`config.mk`:
```
export PLATFORM = sky130hd
export DESIGN_NAME = ddr2_port_arbiter
export DESIGN_NICKNAME = d
export VERILOG_FILES = /design/src/rtl/ddr2_arb_pkg.sv /design/src/rtl/ddr2_arb_prio.sv /design/src/rtl/ddr2_port_arbiter.sv
export SDC_FILE = /design/constraint.sdc
export NUM_CORES = 1
export LEC_CHECK = 0
export BUFFER_PORTS_ARGS = -buffer_cell sky130_fd_sc_hd__buf_2
export CAP_MARGIN = 10
export CORE_AREA = 2 2 94 96
export DETAILED_ROUTE_END_ITERATION = 10
export DIE_AREA = 0 0 96 98
export MAX_ROUTING_LAYER = met4
export PLACE_DENSITY = 0.76
export SYNTH_ARGS = -nofsm -noshare
export SYNTH_HDL_FRONTEND = slang
export SYNTH_SLANG_ARGS = --single-unit
```
`constraint.sdc`:
```
create_clock -name mem_clk_s -period 2.4 [get_ports mem_clk_s]
set_clock_uncertainty 0.15 [all_clocks]
set_input_delay 0.24 -clock mem_clk_s [delete_from_list [all_inputs] [get_ports mem_clk_s]]
set_output_delay 0.24 -clock mem_clk_s [all_outputs]
set_load 0.01 [all_outputs]
```
`src/rtl/ddr2_arb_pkg.sv`:
```
// Shared definitions for the DDR2 user-port arbiter.
// Holds the FSM state encoding, the transfer-direction constants and the
// default widths used by ddr2_port_arbiter and ddr2_arb_prio.
package ddr2_arb_pkg;

    typedef enum logic [1:0] {
        IDLE  = 2'd0,
        CMD   = 2'd1,
        WDATA = 2'd2,
        RDATA = 2'd3
    } arb_state_e;

    localparam logic DIR_RD = 1'b0;
    localparam logic DIR_WR = 1'b1;

    localparam int DEF_ADDR_W       = 25;
    localparam int DEF_DATA_W       = 32;
    localparam int DEF_LEN_W        = 6;
    localparam int DEF_STARVE_LIMIT = 4;

endpackage

```
`src/rtl/ddr2_arb_prio.sv`:
```
// Grant decision and writer-starvation streak counter.
// Ports:
//   clk, rst_n       memory clock, async active-low reset
//   init_done        controller calibrated; no grant while low
//   rd_req, wr_req   pending requests
//   grant_stb        high while the arbiter is able to take a grant (IDLE)
//   grant_rd/wr      combinational grant decision for this cycle
module ddr2_arb_prio
    import ddr2_arb_pkg::*;
#(
    parameter int STARVE_LIMIT = DEF_STARVE_LIMIT
) (
    input  logic clk,
    input  logic rst_n,
    input  logic init_done,
    input  logic rd_req,
    input  logic wr_req,
    input  logic grant_stb,
    output logic grant_rd,
    output logic grant_wr
);

    localparam int STREAK_W = $clog2(STARVE_LIMIT + 1);
    localparam logic [STREAK_W-1:0] LIMIT = STREAK_W'(STARVE_LIMIT);

    logic [STREAK_W-1:0] streak_q;
    logic [STREAK_W-1:0] streak_d;
    logic                starved;

    // Grant decision: reads win unless the writer has waited out the streak.
    always_comb begin
        starved  = (streak_q == LIMIT);
        grant_wr = init_done & wr_req & (~rd_req | starved);
        grant_rd = init_done & rd_req & ~(wr_req & starved);
    end

    // Streak update: only reads granted over a pending write extend it.
    always_comb begin
        streak_d = streak_q;
        if (grant_stb && grant_wr) begin
            streak_d = '0;
        end else if (grant_stb && grant_rd) begin
            if (!wr_req) begin
                streak_d = '0;
            end else if (starved) begin
                streak_d = LIMIT;
            end else begin
                streak_d = streak_q + STREAK_W'(1);
            end
        end else begin
            streak_d = streak_q;
        end
    end

    // Streak register.
    always_ff @(posedge clk or negedge rst_n) begin
        if (!rst_n) begin
            streak_q <= '0;
        end else begin
            streak_q <= streak_d;
        end
    end

endmodule

```
`src/rtl/ddr2_port_arbiter.sv`:
```
// Shares the DDR2 controller user port between the VGA line reader (rd_*)
// and the fractal pixel writer (wr_*), one burst outstanding at a time.
// Ports:
//   mem_clk_s, mem_rst_s_n   memory clock / async active-low reset
//   init_done                controller calibrated
//   rd_* / wr_*              requester command, grant, data and done strobes
//   mc_*                     controller command, write-data and read-data ports
//   busy                     transaction in progress
//   err_stray                sticky: read beat seen outside a read burst
module ddr2_port_arbiter
    import ddr2_arb_pkg::*;
#(
    parameter int ADDR_W       = DEF_ADDR_W,
    parameter int DATA_W       = DEF_DATA_W,
    parameter int LEN_W        = DEF_LEN_W,
    parameter int STARVE_LIMIT = DEF_STARVE_LIMIT
) (
    input  logic              mem_clk_s,
    input  logic              mem_rst_s_n,
    input  logic              init_done,
    input  logic              rd_req,
    input  logic [ADDR_W-1:0] rd_addr,
    input  logic [LEN_W-1:0]  rd_len,
    output logic              rd_gnt,
    output logic [DATA_W-1:0] rd_data,
    output logic              rd_data_valid,
    output logic              rd_done,
    input  logic              wr_req,
    input  logic [ADDR_W-1:0] wr_addr,
    input  logic [LEN_W-1:0]  wr_len,
    output logic              wr_gnt,
    input  logic [DATA_W-1:0] wr_data,
    input  logic              wr_data_valid,
    output logic              wr_data_rdy,
    output logic              wr_done,
    output logic              mc_cmd_valid,
    input  logic              mc_cmd_ready,
    output logic              mc_cmd_write,
    output logic [ADDR_W-1:0] mc_cmd_addr,
    output logic [LEN_W-1:0]  mc_cmd_len,
    output logic [DATA_W-1:0] mc_wr_data,
    output logic              mc_wr_data_valid,
    input  logic              mc_wr_data_rdy,
    input  logic [DATA_W-1:0] mc_rd_data,
    input  logic              mc_rd_data_valid,
    output logic              busy,
    output logic              err_stray
);

    arb_state_e        state_q, state_d;
    logic              dir_q, dir_d;
    logic [ADDR_W-1:0] addr_q, addr_d;
    logic [LEN_W-1:0]  len_q, len_d;
    logic [LEN_W-1:0]  cnt_q, cnt_d;
    logic              err_q, err_d;

    logic grant_rd, grant_wr;
    logic in_idle, in_cmd, in_wdata, in_rdata;
    logic wr_beat, rd_beat, last_beat;

    ddr2_arb_prio #(
        .STARVE_LIMIT(STARVE_LIMIT)
    ) u_prio (
        .clk      (mem_clk_s),
        .rst_n    (mem_rst_s_n),
        .init_done(init_done),
        .rd_req   (rd_req),
        .wr_req   (wr_req),
        .grant_stb(in_idle),
        .grant_rd (grant_rd),
        .grant_wr (grant_wr)
    );

    // State decode, beat detection and requester/controller port muxing.
    always_comb begin
        in_idle   = (state_q == IDLE);
        in_cmd    = (state_q == CMD);
        in_wdata  = (state_q == WDATA);
        in_rdata  = (state_q == RDATA);
        wr_beat   = in_wdata & wr_data_valid & mc_wr_data_rdy;
        rd_beat   = in_rdata & mc_rd_data_valid;
        last_beat = (cnt_q == '0);

        mc_cmd_valid     = in_cmd;
        mc_cmd_write     = dir_q;
        mc_cmd_addr      = addr_q;
        mc_cmd_len       = len_q;
        rd_gnt           = in_cmd & mc_cmd_ready & (dir_q == DIR_RD);
        wr_gnt           = in_cmd & mc_cmd_ready & (dir_q == DIR_WR);
        // Data paths are gated so nothing leaks out while idle or in reset.
        mc_wr_data       = in_wdata ? wr_data : '0;
        mc_wr_data_valid = in_wdata & wr_data_valid;
        wr_data_rdy      = in_wdata & mc_wr_data_rdy;
        wr_done          = wr_beat & last_beat;
        rd_data          = in_rdata ? mc_rd_data : '0;
        rd_data_valid    = rd_beat;
        rd_done          = rd_beat & last_beat;
        busy             = ~in_idle;
        err_stray        = err_q;
    end

    // Next-state and command/counter register updates.
    always_comb begin
        state_d = state_q;
        dir_d   = dir_q;
        addr_d  = addr_q;
        len_d   = len_q;
        cnt_d   = cnt_q;
        err_d   = err_q | (mc_rd_data_valid & ~in_rdata);
        case (state_q)
            IDLE: begin
                if (grant_wr) begin
                    dir_d   = DIR_WR;
                    addr_d  = wr_addr;
                    len_d   = wr_len;
                    state_d = CMD;
                end else if (grant_rd) begin
                    dir_d   = DIR_RD;
                    addr_d  = rd_addr;
                    len_d   = rd_len;
                    state_d = CMD;
                end else begin
                    state_d = IDLE;
                end
            end
            CMD: begin
                if (mc_cmd_ready) begin
                    cnt_d   = len_q;
                    state_d = (dir_q == DIR_WR) ? WDATA : RDATA;
                end else begin
                    state_d = CMD;
                end
            end
            WDATA, RDATA: begin
                // Counter stops at zero: the last beat leaves instead of wrapping.
                if (wr_beat || rd_beat) begin
                    if (last_beat) begin
                        state_d = IDLE;
                    end else begin
                        cnt_d = cnt_q - LEN_W'(1);
                    end
                end else begin
                    state_d = state_q;
                end
            end
            default: begin
                state_d = IDLE;
            end
        endcase
    end

    // State and datapath registers.
    always_ff @(posedge mem_clk_s or negedge mem_rst_s_n) begin
        if (!mem_rst_s_n) begin
            state_q <= IDLE;
            dir_q   <= DIR_RD;
            addr_q  <= '0;
            len_q   <= '0;
            cnt_q   <= '0;
            err_q   <= 1'b0;
        end else begin
            state_q <= state_d;
            dir_q   <= dir_d;
            addr_q  <= addr_d;
            len_q   <= len_d;
            cnt_q   <= cnt_d;
            err_q   <= err_d;
        end
    end

endmodule

```
* Word level (Yosys, flattened, before mapping)
Cells that the tools add are included.
Storage, ports and cells: flip-flop bits (word level) 44, input port bits 135, output and inout port bits 106, word-level logic and storage cells 74
Operators by class: add/subtract/negate cells 2, eq/ne operators 8, mux-type cells 23, bitwise logic cells 22, reductions and logical operators 12
Operators by type and width (number):
- 32-bit two-way mux | 2
- 25-bit two-way mux | 2
- 6-bit two-way mux | 5
- 1-bit AND | 15
- 3-bit two-way mux | 4
- 6-bit case mux with 2 select lines | 1
- 6-bit logical NOT | 1
- 2-bit two-way mux | 3
- 2-bit inequality test (second input constant) | 3
- 2-bit case mux with 3 select lines | 1
- 2-bit nonzero test | 3
- 6-bit by 1-bit subtractor with 6-bit output (second input constant) | 1
- 1-bit two-way mux | 5
- 1-bit NOT | 5
- 2-bit equality test (second input constant) | 2
- 2-bit AND reduction | 2
- 4-bit AND reduction | 1
- 3-bit by 1-bit adder with 3-bit output (second input constant) | 1
- 3-bit equality test (second input constant) | 1
- 2-bit by 1-bit equality test with 1-bit output (second input constant) | 1
- 1-bit logical AND | 2
- 2-bit logical NOT | 1
- 2-bit by 1-bit inequality test with 1-bit output (second input constant) | 1
- 1-bit OR | 2
- other kinds (2) | 2

* Logic depth before layout (Yosys ltp)
Gate-level depths: netlist (run 1).
word-level depth 7, depth in mapped cells 7, mapped depth without buffers 6

* By module
From an unflattened synthesis (run 1), not the netlist that was laid out.
Second synthesis, totals: cell total of the unflattened synthesis 302, area, all modules 2730.1 um2
Modules (own cells, without submodules):
- ddr2_port_arbiter | times used 1, cells each 281, area an instance 2531.2 um2, seq. area each 1026.0 um2
- ddr2_arb_prio | times used 1, cells each 21, area an instance 198.9 um2, seq. area each 75.1 um2

* Worst setup path after synthesis (run 1)
No wires, ideal clock.
path kind reg2reg, start point reg u_prio.streak_q[0], end point reg addr_q[0], in the netlist mc_cmd_addr[0], library setup time 0.132 ns, arrival 1.563 ns, required time 2.118 ns, setup slack 0.555 ns, stages on the path, launching flop included 8, path buffers 1, clock period less this slack 1.845 ns, path through dfrtp_1 -> inv_1 -> ha_1 -> nand2_1 -> a21oi_2 -> buf_2 -> mux2i_1 -> o21ai_1
Between the ends: cells in the longest elaborated chain, start to end 6, elaborated cells between the ends (all ways) 9, those cells by class eq/ne (1); mux (1); bitwise (5); reduce/logical (2)
Ends and longest elaborated chain:
- start: declaration | RTL line ddr2_arb_prio.sv:26 | logic [STREAK_W-1:0] streak_q;
- start signal: assignment | RTL line ddr2_arb_prio.sv:60 | streak_q <= streak_d;
- 3-bit equality test (*) | RTL line ddr2_arb_prio.sv:32 | starved = (streak_q == LIMIT);
- 1-bit AND | RTL line ddr2_arb_prio.sv:34 | grant_rd = init_done & rd_req & ~(wr_req & starved);
- 1-bit NOT | RTL line ddr2_arb_prio.sv:34
- 1-bit AND | RTL line ddr2_arb_prio.sv:34
- 2-bit nonzero test (no source line)
- 2-bit AND reduction (no source line)
- end signal: assignment | RTL line ddr2_port_arbiter.sv:164 | addr_q <= addr_d;
- end: declaration | RTL line ddr2_port_arbiter.sv:52 | logic [ADDR_W-1:0] addr_q, addr_d;
Mark *: on every way between the ends. The rest lies on a longest branch, timed or not. A chain may end at the register's enable or synchronous reset.

* Final worst setup path (run 1)
start point reg cnt_q[3], end point out wr_done
Between the ends: cells in the longest elaborated chain, start to end 2
Ends and longest elaborated chain:
- start: declaration | RTL line ddr2_port_arbiter.sv:54 | logic [LEN_W-1:0] cnt_q, cnt_d;
- start signal: assignment | RTL line ddr2_port_arbiter.sv:166 | cnt_q <= cnt_d;
- 6-bit logical NOT | RTL line ddr2_port_arbiter.sv:82 | last_beat = (cnt_q == '0);
- 1-bit AND | RTL line ddr2_port_arbiter.sv:94 | wr_done = wr_beat & last_beat;
- end: declaration | RTL line ddr2_port_arbiter.sv:35 | output logic wr_done,
Every way passes these cells.

==> results of run 1 <==
## Yosys cell counts, types with 3 or more instances
cell / instances
sky130_fd_sc_hd__o21ai_0: 8
sky130_fd_sc_hd__and3_1: 37
sky130_fd_sc_hd__and2_1: 35
sky130_fd_sc_hd__inv_1: 5
sky130_fd_sc_hd__nor3_1: 4
sky130_fd_sc_hd__nand3_1: 5
sky130_fd_sc_hd__ha_1: 4
sky130_fd_sc_hd__o22ai_1: 3
sky130_fd_sc_hd__mux2i_1: 33
sky130_fd_sc_hd__nand2_1: 46
sky130_fd_sc_hd__clkbuf_1: 19
sky130_fd_sc_hd__a21oi_1: 6
sky130_fd_sc_hd__dfrtp_1: 44
sky130_fd_sc_hd__buf_2: 4
sky130_fd_sc_hd__o21ai_1: 28
## metal layers
layer	track usage	up-vias	wire length, µm
li1	-	1566	-
met3	0.03318	7	700
met5	-	-	0
met1	0.2093	1437	3462
met4	0.04176	0	78
met2	0.3446	137	4795
## state kept, by name, indices dropped and copies added, names as in the netlist
| name | flops |
|---|---|
| u_prio.streak_q | 3 |
| mc_cmd_len | 6 |
| state_q | 2 |
| mc_cmd_write | 1 |
| err_stray | 1 |
| cnt_q | 6 |
| mc_cmd_addr | 25 |
## placed cells by master (no fill, tap or decap), types with 3 or more instances in the layout
cell type and count:
sky130_fd_sc_hd__a21oi_1 6, sky130_fd_sc_hd__and2_1 35, sky130_fd_sc_hd__and3_1 37, sky130_fd_sc_hd__buf_2 240
sky130_fd_sc_hd__buf_4 5, sky130_fd_sc_hd__clkbuf_8 5, sky130_fd_sc_hd__dfrtp_1 44, sky130_fd_sc_hd__ha_1 4
sky130_fd_sc_hd__inv_1 5, sky130_fd_sc_hd__mux2i_1 33, sky130_fd_sc_hd__nand2_1 46, sky130_fd_sc_hd__nand3_1 5
sky130_fd_sc_hd__nor3_1 4, sky130_fd_sc_hd__o21ai_0 8, sky130_fd_sc_hd__o21ai_1 28, sky130_fd_sc_hd__o22ai_1 3
## cell families (layout without fill, tap and decap cells)
family | count (synthesis) | in the layout | synth area share
AOI/OAI and AO/OA | 62 | 62 | 0.1344
adders and majority gates | 4 | 4 | 0.01810
DFF | 44 | 44 | 0.3982
muxes | 35 | 35 | 0.1276
and+or+nand+nor | 142 | 142 | 0.2819
buffers and inverters | 28 | 261 | 0.03982
## cell type report
| cell class | instances | share of cell area |
|---|---|---|
| repair buffers | 248 | 0.3059 |
| clock inverters | 2 | 0.008316 |
| inverters | 5 | 0.004455 |
| clock buffers | 6 | 0.01723 |
| multi-input cells | 243 | 0.3707 |
| well taps | 108 | 0.03208 |
| flip-flops and latches | 44 | 0.2614 |
## timing repair
item / 4_1_cts / 5_1_grt
hold buffers: 1 / 0
endpoints found under the hold margin: 44 / 0
gates resized for setup: 0 / 0
## worst paths after layout
path / slack [ns] / end / cells after the start / from
max: 0.17 / wr_done / 4 / cnt_q[3]$_DFFE_PN0P_
min: 0.02 / err_stray$_DFF_PN0_ / 2 / mc_rd_data_valid
max reg2reg: 0.38 / mc_cmd_addr[23]$_DFFE_PN0P_ / 7 / u_prio.streak_q[0]$_DFFE_PN0P_
min reg2reg: 0.31 / err_stray$_DFF_PN0_ / 1 / err_stray$_DFF_PN0_
max in group asynchronous: 1.57 / mc_cmd_len[0]$_DFFE_PN0P_ / 3 / mem_rst_s_n
min in group asynchronous: 0.31 / mc_cmd_addr[3]$_DFFE_PN0P_ / 3 / mem_rst_s_n
## power groups by stage
| stage | clock (µW) | combinational, µW | sequential, µW |
|---|---|---|---|
| after floorplan | 0 | 941 | 1230 |
| final | 567 | 1770 | 1170 |
| after detailed placement | 0 | 1790 | 1180 |
| after global placement | 0 | 1750 | 1180 |
| after global routing | 618 | 1980 | 1210 |
| after CTS | 590 | 1790 | 1170 |
## critical path, delay by kind of cell, from the launching register on
kind / cells / cell delay (ns)
buffers and inverters: 1 / 0.14
flip-flops: 1 / 0.46
AND/OR/NAND/NOR: 3 / 0.95
## through the flow
step	hold WS, ns	utilization
floorplan	-0.2056	-
global placement	0.08938	0.4837
detailed placement	0.09566	0.4837
CTS	0.01885	0.4976
global route	0.01597	0.4976
finish	0.02437	0.4976
==> flow_results.org, run 1 <==
** Worst setup path
- The slowest stage of the critical path is the sky130_fd_sc_hd__nor4_2 cell.
- Element type at the critical path start :: flip-flop
- Walking the worst path, the cells encountered are nor4_2, and2_2, and3_1, buf_2.
- For the worst setup path, the data required time is roughly 2.0 ns.
- Class of the most critical setup path :: flip-flop to primary output
- STA classifies the critical path endpoint as a primary output.
- In this run the worst path has a maximum fanout of 8.
- In this design, the stage delay of the slowest critical-path cell is just under 0.5 ns.
- Signal arrival time at the worst endpoint :: ~1.8 ns

** Logic synthesis
- The synthesized design contains between 40 and 50 register bits.
- Post-synthesis net count :: 454
- Post-synth EDFFs :: 0
- Top FF cell, synth :: sky130_fd_sc_hd__dfrtp_1
- Area leader, netlist :: sky130_fd_sc_hd__dfrtp_1
- Yosys synthesis warning count :: 0
- Combined area of all synthesized cells :: around 0.0028 mm²
- Each instance of the synthesized netlist takes up on average 8.778 µm².
- Async SR Flop Fraction :: 1.000
- Of the synthesized area, sequential elements account for 0.3982.
- Of the post-synthesis cell area, the dominant cell type holds 0.3982.
- The synthesized netlist contains slightly above 40 unique library cells.
- By area the synthesized netlist is led by sky130_fd_sc_hd__dfrtp_1 40%, sky130_fd_sc_hd__mux2i_1 12%, sky130_fd_sc_hd__and3_1 8.4%.
- Instance count of the mapped netlist :: 315

** Die
- Core Region :: about 0.0085 mm²
- Top Ports :: 241
- The die is between 90 and 100 µm wide.
- The floorplan step defined a die boundary enclosing around 0.0094 mm².
- Site Rows :: 34
- The initial utilization of the core area, before any placement, comes to 0.3266.
- From bottom edge to top edge, the die measures 98 µm.

** Global route
- Total overflow reported by the global router :: 0
- Entering global routing, the biggest net connects between 60 and 70 pins.
- Via count of the first global-routing pass :: between 2k and 3k
- Global-route wire length before repair :: approximately 14 mm
- For this run, the total global-route usage over all layers was measured as 0.1885.
- The initial antenna violation count is 0.

** Route
- The detail route stage leaves a number of antenna-violating nets equal to 0.
- Wire per inst :: 13.77 µm
- After detailed routing, the number of remaining DRC violations is 0.
- Total number of vias :: between 3k and 4k
- Dividing the detail-routed via count by the number of cells gives 4.797.
- Total detailed-routing wirelength :: ~9 mm
- Detailed-routing iteration count for the pre-antenna-repair pass :: 4
- DRC marker count from the first detailed-route iteration :: 91

** Final layout
- Area of all sequential standard cells :: 0.001101 mm²
- After routing the design area is 0.004213 mm².
- Final Net Count :: around 700
- Number of inserted diodes :: 0
- Area grow syn2layout :: 52.35%
- Number of fill cells :: about 860
- Post-layout instance count excluding filler cells :: 656
- Summing all multi-input logic gate instances after layout gives about 0.0016 mm².
- Proportion of layout cells with a drive suffix above 1 :: 0.4763

** Power and ir drop
- For this design the static power due to leakage is about 0.0024 µW.
- The share of total power dissipated in the clock network is 0.162.
- Of the total power, the share spent switching nets is 0.3954.
- Net Sw Power :: ~1400 µW
- Overall power consumption after layout is estimated at approximately 3500 µW.
- Of the total power, combinational logic draws 0.505.
- Internal power comes to about 2100 µW.
- Power spread over the standard cell area amounts to just over 800 mW/mm².
- Worst VDD drop :: 0.4631 mV
- Of the total power, registers draw 0.333.

** Timing
- Static timing analysis puts the maximum clock frequency at roughly 450 MHz.
- Hold violation count in the final report :: 0
- Fin crit share :: 0.9283
- Setup violations, final :: 0
- Pin slew with the least headroom to its limit :: roughly 0.59 ns
- Clock period minus worst slack :: between 2 and 2.5 ns
- Final worst slack :: 0.1721 ns
- Count of final max-slew check failures :: 0
- Unrepaired setup endpoints after global routing :: false
- Fin Setup TNS :: 0 ns
- Worst-case headroom to the max-slew limit :: 0.6075

** Status
- The flow ran to the end, and the final reports show no timing, DRC or antenna violations.

** Clock tree
- Number of clock sinks :: 44
- TritonCTS created 5 clock buffers.
- The tree is rooted in a sky130_fd_sc_hd__clkbuf_8.
- CTS H-tree lvls :: 2
- TritonCTS built the clock tree.
- Counting along the longest clock path gives a buffer depth of 2.
- Clock-pin slew was measured on the worst setup and hold paths at approximately 0.090 ns.
- Post-CTS setup buffer count :: 0
- Clock latency on the worst-skew pair, taken at its later pin, is 0.29 ns.

** Hold path
- The path class of the tightest hold or removal check is input pin to flip-flop.

** Placement
- Quantity of I/O buffers inserted on ports :: 240
- Half-perimeter wire length of the detailed placement result :: ~7.2 mm
- The congestion estimate from routability-driven global placement came to between 0.8 and 0.9.
- Post-Place Setup Slack :: roughly 0.39 ns
- Standard cell area after detailed placement :: a little over 0.004 mm²
- Counting tap cells, the placed design contains a total of about 650 instances.

** Run
- Max-cap check violation count :: 0
No activity file was read; power rests on OpenSTA's default activity.
==> run 2: changes to the inputs <==
--- a/config.mk
+++ b/config.mk
@@ -7,11 +7,11 @@
 export LEC_CHECK = 0
 export BUFFER_PORTS_ARGS = -buffer_cell sky130_fd_sc_hd__buf_2
 export CAP_MARGIN = 10
-export CORE_AREA = 2 2 94 96
+export CORE_MARGIN = 1
+export CORE_UTILIZATION = 31
 export DETAILED_ROUTE_END_ITERATION = 10
-export DIE_AREA = 0 0 96 98
 export MAX_ROUTING_LAYER = met4
-export PLACE_DENSITY = 0.76
+export PLACE_DENSITY = 0.73
 export SYNTH_ARGS = -nofsm -noshare
 export SYNTH_HDL_FRONTEND = slang
 export SYNTH_SLANG_ARGS = --single-unit
==> run 2 against run 1 <==
Effect of this change:
- maximum frequency increased by 1.6%
- final cell count is the same
- sequential cell count is the same
- sequential power about the same
- sequential share of layout area is 0.054 points higher
- largest power group unchanged
- non-clock buffer count unchanged
==> flow_results.org, run 2 (same netlist as run 1, synthesis figures left out) <==
** Timing
- Setup slack closes at roughly 0.21 ns.
- Setup violations, final :: 0
- Hold violation count in the final report :: 0
- Fmax :: about 460 MHz
- Fin Setup TNS :: 0 ns
- In this run the tightest slew margin relative to its limit is 0.3352.
- Count of final max-slew check failures :: 0
- Of the available clock period, the critical path in the final layout requires 0.9136.
- Pin slew with the least headroom to its limit :: 0.9973 ns
- For the finished layout, the period the worst path requires is around 2.2 ns.
- Unrepaired setup endpoints after global routing :: false

** Worst setup path
- FF-to-FF path depth :: 7
- Max incr delay on CP :: 0.64 ns
- For the worst setup path, the data arrival time is 1.80 ns.
- Of all nets on the critical path, the largest fanout is 20.
- STA classifies the critical path startpoint as a flip-flop.
- Traced cell by cell, the critical path runs through nand2_1, nor2_1, and2_1, buf_2.
- Cell class contributing the biggest share of worst-path delay :: simple AND/OR/NAND/NOR gates
- Worst r2r src :: u_prio.streak_q[0]$_DFFE_PN0P_
- Critical R2R Capture :: mc_cmd_len[2]$_DFFE_PN0P_
- In this run the register-to-register setup slack is between 0.4 and 0.5 ns.
- The worst setup path is captured at a primary output.
- STA puts the critical path data required time at about 2 ns.
- Buffers plus inverters on the worst setup path :: 1
- Worst path slowest cell :: sky130_fd_sc_hd__dfrtp_1
- Class of the most critical setup path :: flip-flop to primary output

** Die
- The die is around 96 µm tall.
- Die X :: 96.45 µm
- The initial utilization of the core area, before any placement, comes to 0.3186.
- The die covers around 0.0093 mm².
- Top Ports :: roughly 240
- The region available for standard cell placement spans just under 0.009 mm².
- In this run the core area contains 34 standard-cell rows.

** Power and ir drop
- Leak Pwr :: ~0.0024 µW
- Worst VDD drop :: roughly 0.32 mV
- Ratio of total power to cell area :: 837.6 mW/mm²

** Final layout
- Largest register FFs :: 25
- Final Net Count :: a little under 700
- Area grow syn2layout :: 52.04%
- The repair_antennas step left the layout with diodes totalling 0.
- Most common cell after layout, fill and taps aside :: sky130_fd_sc_hd__buf_2
- Number of fill cells :: between 800 and 900
- In the final layout, the share of cells above drive strength 1 is 0.4781.
- Commonest non-fill, non-tap cells in the layout :: 240 x sky130_fd_sc_hd__buf_2, 46 x sky130_fd_sc_hd__nand2_1, 44 x sky130_fd_sc_hd__dfrtp_1, 37 x sky130_fd_sc_hd__and3_1, 35 x sky130_fd_sc_hd__and2_1

** Clock tree
- The clock reaches the later pin of the worst-skew pair after roughly 0.29 ns.
- Number of buffers created by CTS :: 5
- CTS Root Buffer Type :: sky130_fd_sc_hd__clkbuf_8
- Max Buffers Root-to-Sink :: 2
- Clk slew on worst S/H paths :: 0.08 ns
- The tree built by TritonCTS fans out to 44 sinks.
- TritonCTS built the clock tree.
- In this run the number of H-tree levels came out at 2.
- Resized Gates After CTS :: 0

** Route
- Via-to-Cell Ratio :: between 4 and 5
- For this block, the via count after detailed routing is about 3.2k.
- After detailed routing, the number of remaining DRC violations is 0.
- Total detailed-routing wirelength :: roughly 9.2 mm
- In the final routed layout, each cell accounts on average for 13.96 µm.
- For this block, the initial DRC count from the detailed router was 128.
- The detail route stage leaves a number of antenna-violating nets equal to 0.
- The first detailed-routing pass took 4 iterations.

** Run
- Across the run, the number of max-cap violations was 0.

** Global route
- The number of global-route vias before repair came to between 2k and 3k.
- The initial antenna violation count was 0.
- Total overflow reported by the global router :: 0
- Across every metal layer, demand over resource in global routing totals 0.1862.
- Largest net degree at the start of global routing :: between 60 and 70
- The first global-routing pass estimated 13.07 mm of wire.

** Placement
- Post-Place Setup Slack :: around 0.46 ns
- Input and output buffers added on the ports amount to 240.
- At the end of routability-driven placement, the weighted congestion stood at a little over 0.8.
- Half-perimeter wire length of the detailed placement result :: roughly 7.4 mm

** Hold path
- Worst hold path type :: input pin to flip-flop
- WHS Path Cells :: 2
- Start point of the worst min-delay path :: mc_rd_data_valid
- Endpoint of the worst hold-timing path :: err_stray$_DFF_PN0_

** Status
- The flow ran to the end, and the final reports show no timing, DRC or antenna violations.
[run 2: metrics by stage]
stage / area [µm²] / instances / hold slack (ns) / util / power, µW
finish: 4204 / 656 / 0.05652 / 0.4844 / 3521
detailed placement: 4083 / 647 / 0.3203 / 0.4704 / 2991
floorplan: 2765 / 315 / -0.2056 / - / 2170
global route: 4204 / 656 / 0.05729 / 0.4844 / 3839
CTS: 4204 / 656 / 0.03520 / 0.4844 / 3580
global placement: 4083 / 647 / 0.2905 / 0.4704 / 2931
[run 2: worst max path at each step]
stage | start | endpoint | cells after the start
2_1_floorplan | u_prio.streak_q[0]$_DFFE_PN0P_ | mc_cmd_addr[0]$_DFFE_PN0P_ | 7
3_3_place_gp | u_prio.streak_q[0]$_DFFE_PN0P_ | mc_cmd_len[5]$_DFFE_PN0P_ | 7
3_5_place_dp | u_prio.streak_q[0]$_DFFE_PN0P_ | mc_cmd_len[2]$_DFFE_PN0P_ | 7
4_1_cts | state_q[0]$_DFFE_PN0P_ | wr_gnt | 4
5_1_grt | state_q[0]$_DFFE_PN0P_ | wr_gnt | 4
6_report | state_q[0]$_DFFE_PN0P_ | wr_gnt | 4
[run 2: area by class of cell]
class,instances,area [µm²],share of cell area
multi-input combinational,243,1562,0.3714
inverter,5,18.77,0.004464
timing repair buffer,248,1276,0.3036
sequential,44,1101,0.2619
tap,108,135.1,0.03214
clock inverter,3,42.54,0.01012
clock buffer,5,68.82,0.01637
[run 2: repair_timing]
action / in CTS / in global routing
hold buffers: 1 / 0
endpoints found under the hold margin: 19 / 0
setup buffers: 0 / 0
[run 2: per-layer routing]
metal  vias up  global-route usage  wire, µm
li1       1563                   -         -
met1      1456              0.2030      3470
met2       143              0.3392      4768
met3        11             0.03991       763
met4         0             0.05392       153
met5         -                   -         0
[run 2: power by group]
part	internal, µW	switching, µW
clock network	308	258
logic	832	947
registers	974	202
